File: config.mk
export PLATFORM = sky130hd
export DESIGN_NAME = serial_operand_receiver_flat
export DESIGN_NICKNAME = d
export VERILOG_FILES = /design/src/rtl/serial_operand_receiver_pkg.sv /design/src/rtl/serial_operand_receiver_if.sv /design/src/rtl/serial_operand_receiver_fifo.sv /design/src/rtl/serial_operand_receiver.sv /design/src/flat_wrapper.sv
export SDC_FILE = /design/constraint.sdc
export NUM_CORES = 1
export LEC_CHECK = 0
export ABC_CLOCK_PERIOD_IN_PS = 2600
export CORE_UTILIZATION = 53
export CTS_BUF_LIST = sky130_fd_sc_hd__clkbuf_4 sky130_fd_sc_hd__clkbuf_8 sky130_fd_sc_hd__clkbuf_16
export CTS_CLUSTER_DIAMETER = 100
export DETAILED_ROUTE_END_ITERATION = 6
export GPL_TIMING_DRIVEN = 0
export PLACE_DENSITY = 0.75
export SLEW_MARGIN = 20
export SYNTH_ARGS = -nofsm -noshare
export SYNTH_HDL_FRONTEND = slang
export SYNTH_SLANG_ARGS = --single-unit
File: constraint.sdc
create_clock -name clk -period 2.6 [get_ports clk]
set_clock_uncertainty 0.15 [all_clocks]
set_input_delay 0.39 -clock clk [delete_from_list [all_inputs] [get_ports clk]]
set_output_delay 0.39 -clock clk [all_outputs]
set_load 0.05 [all_outputs]
File: src/rtl/serial_operand_receiver_pkg.sv
`default_nettype none
// ============================================================================
// Module      : project_pkg
// Description : Shared constants, receive FSM state encoding and a small
//               width helper used by the serial operand receiver slice.
// Revision    : 1.0 - initial release
// ============================================================================
package project_pkg;

    // Default operand word width and words per operand frame.
    localparam int OPERAND_WIDTH       = 32;
    localparam int DEFAULT_FRAME_WORDS = 2;

    // Receive-side states: collecting serial bits, or stalled on a full FIFO.
    typedef enum logic [0:0] {
        RX_COLLECT = 1'b0,
        RX_STALL   = 1'b1
    } rx_state_t;

    // $clog2 that never yields a zero-width vector (for values of 1).
    function automatic int clog2_min1(input int value);
        return (value > 1) ? $clog2(value) : 1;
    endfunction

endpackage
`default_nettype wire

File: src/rtl/serial_operand_receiver_if.sv
`default_nettype none
// ============================================================================
// Module      : serial_operand_receiver_if
// Description : Bundles the serial input side and the word output side of the
//               receiver.
//               in / ready                 : bit-serial input handshake
//               word_data / word_valid /
//               word_last / word_ready     : word stream to the compute core
//               frame_done                 : pulse after a frame's last word
//               bit_count                  : bits held in the partial word
//               Modport slave is the receiver; master is the stimulus/core.
// Revision    : 1.0 - initial release
// ============================================================================
interface serial_operand_receiver_if
    import project_pkg::*;
#(
    parameter int WIDTH = OPERAND_WIDTH
);
    localparam int BC_W = clog2_min1(WIDTH);

    logic             in;
    logic             ready;
    logic [WIDTH-1:0] word_data;
    logic             word_valid;
    logic             word_last;
    logic             word_ready;
    logic             frame_done;
    logic [BC_W-1:0]  bit_count;

    modport slave (
        input  in,
        input  word_ready,
        output ready,
        output word_data,
        output word_valid,
        output word_last,
        output frame_done,
        output bit_count
    );

    modport master (
        output in,
        output word_ready,
        input  ready,
        input  word_data,
        input  word_valid,
        input  word_last,
        input  frame_done,
        input  bit_count
    );

endinterface
`default_nettype wire

File: src/rtl/serial_operand_receiver_fifo.sv
`default_nettype none
// ============================================================================
// Module      : sync_fifo_ft
// Description : Fall-through synchronous FIFO. The head entry is visible on
//               pop_data whenever the FIFO is non-empty (zero when empty).
//               Ports: clk, rst (async, active-high), push/push_data,
//               pop/pop_data, count, full, empty.
//               Pushes while full and pops while empty are ignored.
// Revision    : 1.0 - initial release
// ============================================================================
module sync_fifo_ft #(
    parameter  int DATA_W = 33,
    parameter  int DEPTH  = 4,
    localparam int PTR_W  = $clog2(DEPTH),
    localparam int CNT_W  = $clog2(DEPTH) + 1
) (
    input  wire logic              clk,
    input  wire logic              rst,
    input  wire logic              push,
    input  wire logic [DATA_W-1:0] push_data,
    input  wire logic              pop,
    output logic      [DATA_W-1:0] pop_data,
    output logic      [CNT_W-1:0]  count,
    output logic                   full,
    output logic                   empty
);
    localparam logic [CNT_W-1:0] C_DEPTH = CNT_W'(DEPTH);

    logic [DATA_W-1:0] r_mem [DEPTH];
    logic [PTR_W-1:0]  r_wr_ptr;
    logic [PTR_W-1:0]  r_rd_ptr;
    logic [CNT_W-1:0]  r_count;
    logic              w_push;
    logic              w_pop;

    assign full   = (r_count == C_DEPTH);
    assign empty  = (r_count == '0);
    assign count  = r_count;
    assign w_push = push && !full;
    assign w_pop  = pop && !empty;

    // Gate the head so stale storage never leaks out while empty.
    assign pop_data = empty ? '0 : r_mem[r_rd_ptr];

    // Pointers wrap naturally because DEPTH is a power of two.
    always_ff @(posedge clk or posedge rst) begin
        if (rst) begin
            r_wr_ptr <= '0;
            r_rd_ptr <= '0;
            r_count  <= '0;
        end else begin
            if (w_push) begin
                r_wr_ptr <= r_wr_ptr + PTR_W'(1);
            end
            if (w_pop) begin
                r_rd_ptr <= r_rd_ptr + PTR_W'(1);
            end
            case ({w_push, w_pop})
                2'b10:   r_count <= r_count + CNT_W'(1);
                2'b01:   r_count <= r_count - CNT_W'(1);
                default: r_count <= r_count;
            endcase
        end
    end

    // Storage needs no reset; validity is tracked by the count.
    always_ff @(posedge clk) begin
        if (w_push) begin
            r_mem[r_wr_ptr] <= push_data;
        end
    end

endmodule
`default_nettype wire

File: src/rtl/serial_operand_receiver.sv
`default_nettype none
// ============================================================================
// Module      : serial_operand_receiver
// Description : Deserializes a bit-serial operand stream into WIDTH-bit words,
//               tags the last word of each FRAME_WORDS-word frame, buffers
//               words in a fall-through FIFO and presents them over a
//               valid/ready interface.
//               Ports: clk, rst (async, active-high), bus (slave modport of
//               serial_operand_receiver_if: in, ready, word_data, word_valid,
//               word_last, word_ready, frame_done, bit_count).
// Revision    : 1.0 - initial release
// ============================================================================
module serial_operand_receiver
    import project_pkg::*;
#(
    parameter int WIDTH       = OPERAND_WIDTH,
    parameter int FIFO_DEPTH  = 4,
    parameter int FRAME_WORDS = DEFAULT_FRAME_WORDS,
    parameter bit MSB_FIRST   = 1'b1
) (
    input  wire logic                clk,
    input  wire logic                rst,
    serial_operand_receiver_if.slave bus
);
    localparam int BC_W  = clog2_min1(WIDTH);
    localparam int IDX_W = clog2_min1(FRAME_WORDS);
    localparam int CNT_W = $clog2(FIFO_DEPTH) + 1;

    localparam logic [0:0] ST_COLLECT = RX_COLLECT;
    localparam logic [0:0] ST_STALL   = RX_STALL;

    localparam logic [BC_W-1:0]  C_LAST_BIT  = BC_W'(WIDTH - 1);
    localparam logic [IDX_W-1:0] C_LAST_IDX  = IDX_W'(FRAME_WORDS - 1);
    localparam logic [CNT_W-1:0] C_ONE_SHORT = CNT_W'(FIFO_DEPTH - 1);

    logic [WIDTH-1:0] r_shift;
    logic [WIDTH-1:0] w_assembled;
    logic [BC_W-1:0]  r_bit_count;
    logic [IDX_W-1:0] r_word_idx;
    logic [0:0]       r_state;
    logic [0:0]       w_state_next;
    logic             r_frame_done;

    logic             w_ready;
    logic             w_word_end;
    logic             w_last_tag;
    logic             w_pop;
    logic [WIDTH:0]   w_push_data;
    logic [WIDTH:0]   w_head;
    logic [CNT_W-1:0] w_fifo_count;
    logic             w_fifo_full;
    logic             w_fifo_empty;

    // ------------------------------------------------------------------
    // Bit assembly: the word as it stands including the bit on `in`.
    // ------------------------------------------------------------------
    generate
        if (WIDTH == 1) begin : g_single
            assign w_assembled = bus.in;
        end else if (MSB_FIRST) begin : g_msb
            assign w_assembled = {r_shift[WIDTH-2:0], bus.in};
        end else begin : g_lsb
            assign w_assembled = {bus.in, r_shift[WIDTH-1:1]};
        end
    endgenerate

    // Stalled exactly when the FIFO is full, so ready equals count != DEPTH
    // while coming straight from a register.
    assign w_ready     = (r_state == ST_COLLECT);
    assign w_word_end  = w_ready && (r_bit_count == C_LAST_BIT);
    assign w_last_tag  = (r_word_idx == C_LAST_IDX);
    assign w_push_data = {w_last_tag, w_assembled};
    assign w_pop       = !w_fifo_empty && bus.word_ready;

    // ------------------------------------------------------------------
    // Receive FSM
    // ------------------------------------------------------------------
    always_comb begin
        w_state_next = r_state;
        case (r_state)
            ST_COLLECT: begin
                if (w_word_end && !w_pop && (w_fifo_count == C_ONE_SHORT)) begin
                    w_state_next = ST_STALL;
                end
            end
            ST_STALL: begin
                // The not-full term only matters for recovery from an
                // inconsistent state; in normal operation a pop releases it.
                if (w_pop || !w_fifo_full) begin
                    w_state_next = ST_COLLECT;
                end
            end
            default: w_state_next = ST_COLLECT;
        endcase
    end

    // ------------------------------------------------------------------
    // Deserializer, frame position and frame_done pulse
    // ------------------------------------------------------------------
    always_ff @(posedge clk or posedge rst) begin
        if (rst) begin
            r_shift      <= '0;
            r_bit_count  <= '0;
            r_word_idx   <= '0;
            r_state      <= ST_COLLECT;
            r_frame_done <= 1'b0;
        end else begin
            r_state      <= w_state_next;
            r_frame_done <= w_pop && w_head[WIDTH];
            if (w_ready) begin
                if (w_word_end) begin
                    r_shift     <= '0;
                    r_bit_count <= '0;
                    r_word_idx  <= w_last_tag ? '0 : r_word_idx + IDX_W'(1);
                end else begin
                    r_shift     <= w_assembled;
                    r_bit_count <= r_bit_count + BC_W'(1);
                end
            end
        end
    end

    // ------------------------------------------------------------------
    // Word buffer: data plus last tag in the top bit
    // ------------------------------------------------------------------
    sync_fifo_ft #(
        .DATA_W (WIDTH + 1),
        .DEPTH  (FIFO_DEPTH)
    ) u_fifo (
        .clk       (clk),
        .rst       (rst),
        .push      (w_word_end),
        .push_data (w_push_data),
        .pop       (w_pop),
        .pop_data  (w_head),
        .count     (w_fifo_count),
        .full      (w_fifo_full),
        .empty     (w_fifo_empty)
    );

    assign bus.ready      = w_ready;
    assign bus.word_data  = w_head[WIDTH-1:0];
    assign bus.word_last  = w_head[WIDTH];
    assign bus.word_valid = !w_fifo_empty;
    assign bus.frame_done = r_frame_done;
    assign bus.bit_count  = r_bit_count;

endmodule
`default_nettype wire

File: src/flat_wrapper.sv
// flat-port wrapper written by rule: the top's interface ports become plain ports
module serial_operand_receiver_flat import project_pkg::*;
#(
    parameter int WIDTH       = OPERAND_WIDTH,
    parameter int FIFO_DEPTH  = 4,
    parameter int FRAME_WORDS = DEFAULT_FRAME_WORDS,
    parameter bit MSB_FIRST   = 1'b1
)
  (clk, rst, bus_in, bus_word_ready, bus_ready, bus_word_data, bus_word_valid, bus_word_last, bus_frame_done, bus_bit_count);
  serial_operand_receiver_if #(.WIDTH(WIDTH)) bus_i ();
  input  wire logic clk;
  input  wire logic rst;
  input wire logic [$bits(bus_i.in)-1:0] bus_in;
  input wire logic [$bits(bus_i.word_ready)-1:0] bus_word_ready;
  output wire logic [$bits(bus_i.ready)-1:0] bus_ready;
  output wire logic [$bits(bus_i.word_data)-1:0] bus_word_data;
  output wire logic [$bits(bus_i.word_valid)-1:0] bus_word_valid;
  output wire logic [$bits(bus_i.word_last)-1:0] bus_word_last;
  output wire logic [$bits(bus_i.frame_done)-1:0] bus_frame_done;
  output wire logic [$bits(bus_i.bit_count)-1:0] bus_bit_count;
  assign bus_i.in = bus_in;
  assign bus_i.word_ready = bus_word_ready;
  assign bus_ready = bus_i.ready;
  assign bus_word_data = bus_i.word_data;
  assign bus_word_valid = bus_i.word_valid;
  assign bus_word_last = bus_i.word_last;
  assign bus_frame_done = bus_i.frame_done;
  assign bus_bit_count = bus_i.bit_count;
  serial_operand_receiver #(.WIDTH(WIDTH), .FIFO_DEPTH(FIFO_DEPTH), .FRAME_WORDS(FRAME_WORDS), .MSB_FIRST(MSB_FIRST)) u_core (.clk(clk), .rst(rst), .bus(bus_i));
endmodule
==> impl_metrics.toml <==
[placement]
place.port_buffers = 44
placer_congestion = 0.7787
post-dp-hpwl_mm = 7.282
area_of_placed_instances_mm2 = 0.007709

[clock_network]
clkLatencyLatePin_ps = 420
clockBufferDepth = 2
hold_bufs_inserted_after_cts = 0
clock_sinks = 178
htree_levels = 4
clock-root-buffer = "clkbuf_16"
clk_transition_reported_paths_ps = 70
cts_tree = "done"
tritoncts.num_buffers = 17

[floorplanning]
die_w_um = 117.1
design.core.area_mm2 = 0.01277
floorplan.rows = 41
initial_standard_cell_utilization_of_the_core = 0.5500
die_height_um = 117.1
num_io_pins = 45
die_area_mm2 = 0.01372

[synth]
synth-async-reset-ratio = 0.2584
syn_area_mm2 = 0.007025
syn_nets = 430
synthesis.area_per_instance_um2 = 16.81
synth_cells = 418
synthMuxAreaShare = 0.1131
ys_seq_area_frac = 0.7280
ys_types = 32
adder_and_majority_cell_fraction_of_the_synthesized_area = 0.01532
netlist.top_cell.by_area = "edfxtp_1"
synth.yosys.warnings = 0
post-synth-top-count-cell = "edfxtp_1"
yosys-top-cells-count = "132 x edfxtp_1, 66 x nand2_1, 46 x dfrtp_1"
dominant_combinational_cell_family_by_area_after_synthesis = "multiplexers"
synth_compound_area_frac = 0.02885
synth_simple_gate_area_share = 0.07996
postSynthRegisterBits = 178
synth_xor_xnor_area_share = 0.008727
yosys-top-cells-area = "edfxtp_1 56%, dfrtp_1 16%, mux4_2 9.0%"
synth-edff-count = 132
synth-main-ff-cell = "edfxtp_1"
synth.top_cell.area_share = 0.5642

[setup_path]
cp_data_arrival_time_ps = 2020
critical_path.n_buffers_inverters = 3
reg2reg_to = "u_core.u_fifo.r_mem[3][0]$_DFFE_PP_"
critical-path-top-delay-family = "buffers and inverters"
timing.rr.start = "u_core.bus.bit_count[0]$_DFFE_PP0N_"
worst-setup-path-type = "reg2out"
reg2reg_slack_ps = 70
worstSetupEndpointType = "primary output"
worst-r2r-cell-count = 6
crit_path_max_incr_delay_ps = 490
cp_data_required_time_ps = 2060
critical_path_peak_fanout = 7
startpoint_type = "flip-flop"
worst_path_max_delay_cell = "mux4_2"
timing.critical_path.cells = "buf_12 -> clkbuf_16 -> mux4_2 -> and2_1 -> buf_4"

[timing]
relSlewSlack = 0.3845
hold_violation_count_in_the_final_report = 0
max_slew.worst_pin.slew_ps = 923.2
post-route-period-util = 0.9851
slew_viol_final = 0
setup_viol_count_final = 0
timing.fmax_mhz = 390.4
post_layout_minimum_cycle_time_ps = 2561
fin_tns_setup_ps = 0
worst_hold_slack_ps = 114.0
rsz0062_at_grt = "true"

[run_status]
run_status = "complete, no violations"

[routing]
vias_per_std_cell = 5.499
routed_wl_mm = 12.93
drt-pass1-iter-count = 7
drt-initial-drc-count = 220
ant_nets = 0
post_drt_wl_per_cell_um = 19.01
number_of_remaining_drc_errors = 0
num_vias = 3739

[global_routing]
vias_in_the_first_global_route = 3726
grt_overflow_total = 0
grt_max_degree = 34
grt_first_pass_wirelength_mm = 19.78
globalRouteTotalUtil = 0.2036
antenna_found_initial = 0

[finish]
nets = 507
finalInstanceArea_mm2 = 0.008372
share_of_layout_cells_above_drive_strength_1 = 0.2756
finalCoreUtilization = 0.6554
syn_to_final_growth_pct = 19.16
antenna_cells = 0

[pwr]
power_leakage_nw = 3.053
power-per-cell-area_mw_per_mm2 = 1265
total_power_mw = 10.59
peakVddDrop_mv = 0.7097

[hold_path]
hold_path.class = "in2async"

[flow_run]
drv_cap = 0
==> area by class of cell <==
type	instances	area (µm²)
Buffer	23	178.9
Clock buffer	17	425.4
Clock inverter	15	143.9
Fill cell	860	4402
Inverter	8	30.03
Multi-Input combinational cell	208	1755
Sequential cell	178	5120
Tap cell	172	215.2
Timing Repair Buffer	59	503.0
==> through the flow <==
step | cells | setup slack, ps
after floorplan | 418 | 19.49
final | 680 | 38.69
after global placement | 634 | -187.4
after global routing | 680 | -55.95
after detailed placement | 635 | -151.8
after CTS | 668 | -67.71
==> how the worst max path moves through the flow <==
stage	slack, ps	cells after the start	endpoint	startpoint
final	40	5	bus_word_data[23]	u_core.u_fifo.r_rd_ptr[0]$_DFFE_PP0P_
after global routing	-60	6	u_core.u_fifo.r_mem[1][31]$_DFFE_PP_	u_core.bus.bit_count[1]$_DFFE_PP0N_
after CTS	-70	6	u_core.u_fifo.r_mem[2][17]$_DFFE_PP_	u_core.bus.bit_count[1]$_DFFE_PP0N_
after detailed placement	-150	5	bus_word_data[7]	u_core.u_fifo.count[2]$_DFFE_PP0P_
after global placement	-190	2	u_core.bus.bit_count[1]$_DFFE_PP0N_	rst
after floorplan	20	12	u_core.u_fifo.count[2]$_DFFE_PP0P_	u_core.bus.bit_count[0]$_DFFE_PP0N_
==> timing repair <==
item	in CTS	in global routing
gates cloned	0	4
buffers inserted	2	8
resized for setup	176	46
endpoints found under the setup margin	168	166
pin swaps	0	2
==> metal layers <==
| metal | global-route usage | vias to the layer above | wire length [µm] |
|---|---|---|---|
| met5 | 0 | - | 0 |
| met4 | 0.06076 | 0 | 110 |
| li1 | - | 1701 | - |
| met2 | 0.3302 | 112 | 6593 |
| met1 | 0.2770 | 1917 | 5701 |
| met3 | 0.05046 | 9 | 523 |
==> flip-flops by register name, indices dropped and copies added, names as in the netlist <==
signal                  count
u_core.u_fifo.count         3
u_core.bus.bit_count        5
u_core.u_fifo.r_rd_ptr      2
u_core.bus.frame_done       1
u_core.r_word_idx           1
u_core.u_fifo.r_wr_ptr      2
u_core.r_state              1
u_core.u_fifo.r_mem       132
u_core.r_shift             31
==> cell usage in the layout, fill, tap and decap left out, drive strengths merged, types with 2 or more instances in the layout <==
master / instances
edfxtp: 132
nand2: 66
buf: 55
dfrtp: 46
and2: 38
o21ai: 35
clkbuf: 34
mux4: 33
inv: 15
clkdlybuf4s50: 9
ha: 7
clkinvlp: 6
xnor2: 4
nor2: 4
xor2: 3
nor3: 2
mux2: 2
nand3: 2
and3: 2
a21oi: 2
clkinv: 2
==> where the power goes <==
group          switching (mW)  internal (mW)  total (mW)
sequential              0.450           3.66        4.11
combinational            2.44           1.63        4.07
clock                    1.14           1.27        2.41
total                    4.03           6.55        10.6
==> cell families (layout without fill, tap and decap cells) <==
logic type / count (synthesis) / count (layout)
xor+xnor: 7 / 7
fa+ha+maj: 8 / 8
compound gates: 39 / 39
simple gates: 118 / 118
flops: 178 / 178
mux: 36 / 36
buf+inv: 32 / 122
==> worst reg2reg max path, delay by kind of cell, from the launching register on <==
kind,cells,cell delay (ps)
fa+ha+maj,2,300
simple gates,3,1060
flops,1,400
compound gates,1,220
Note: power is estimated with default switching activity, not from simulation.
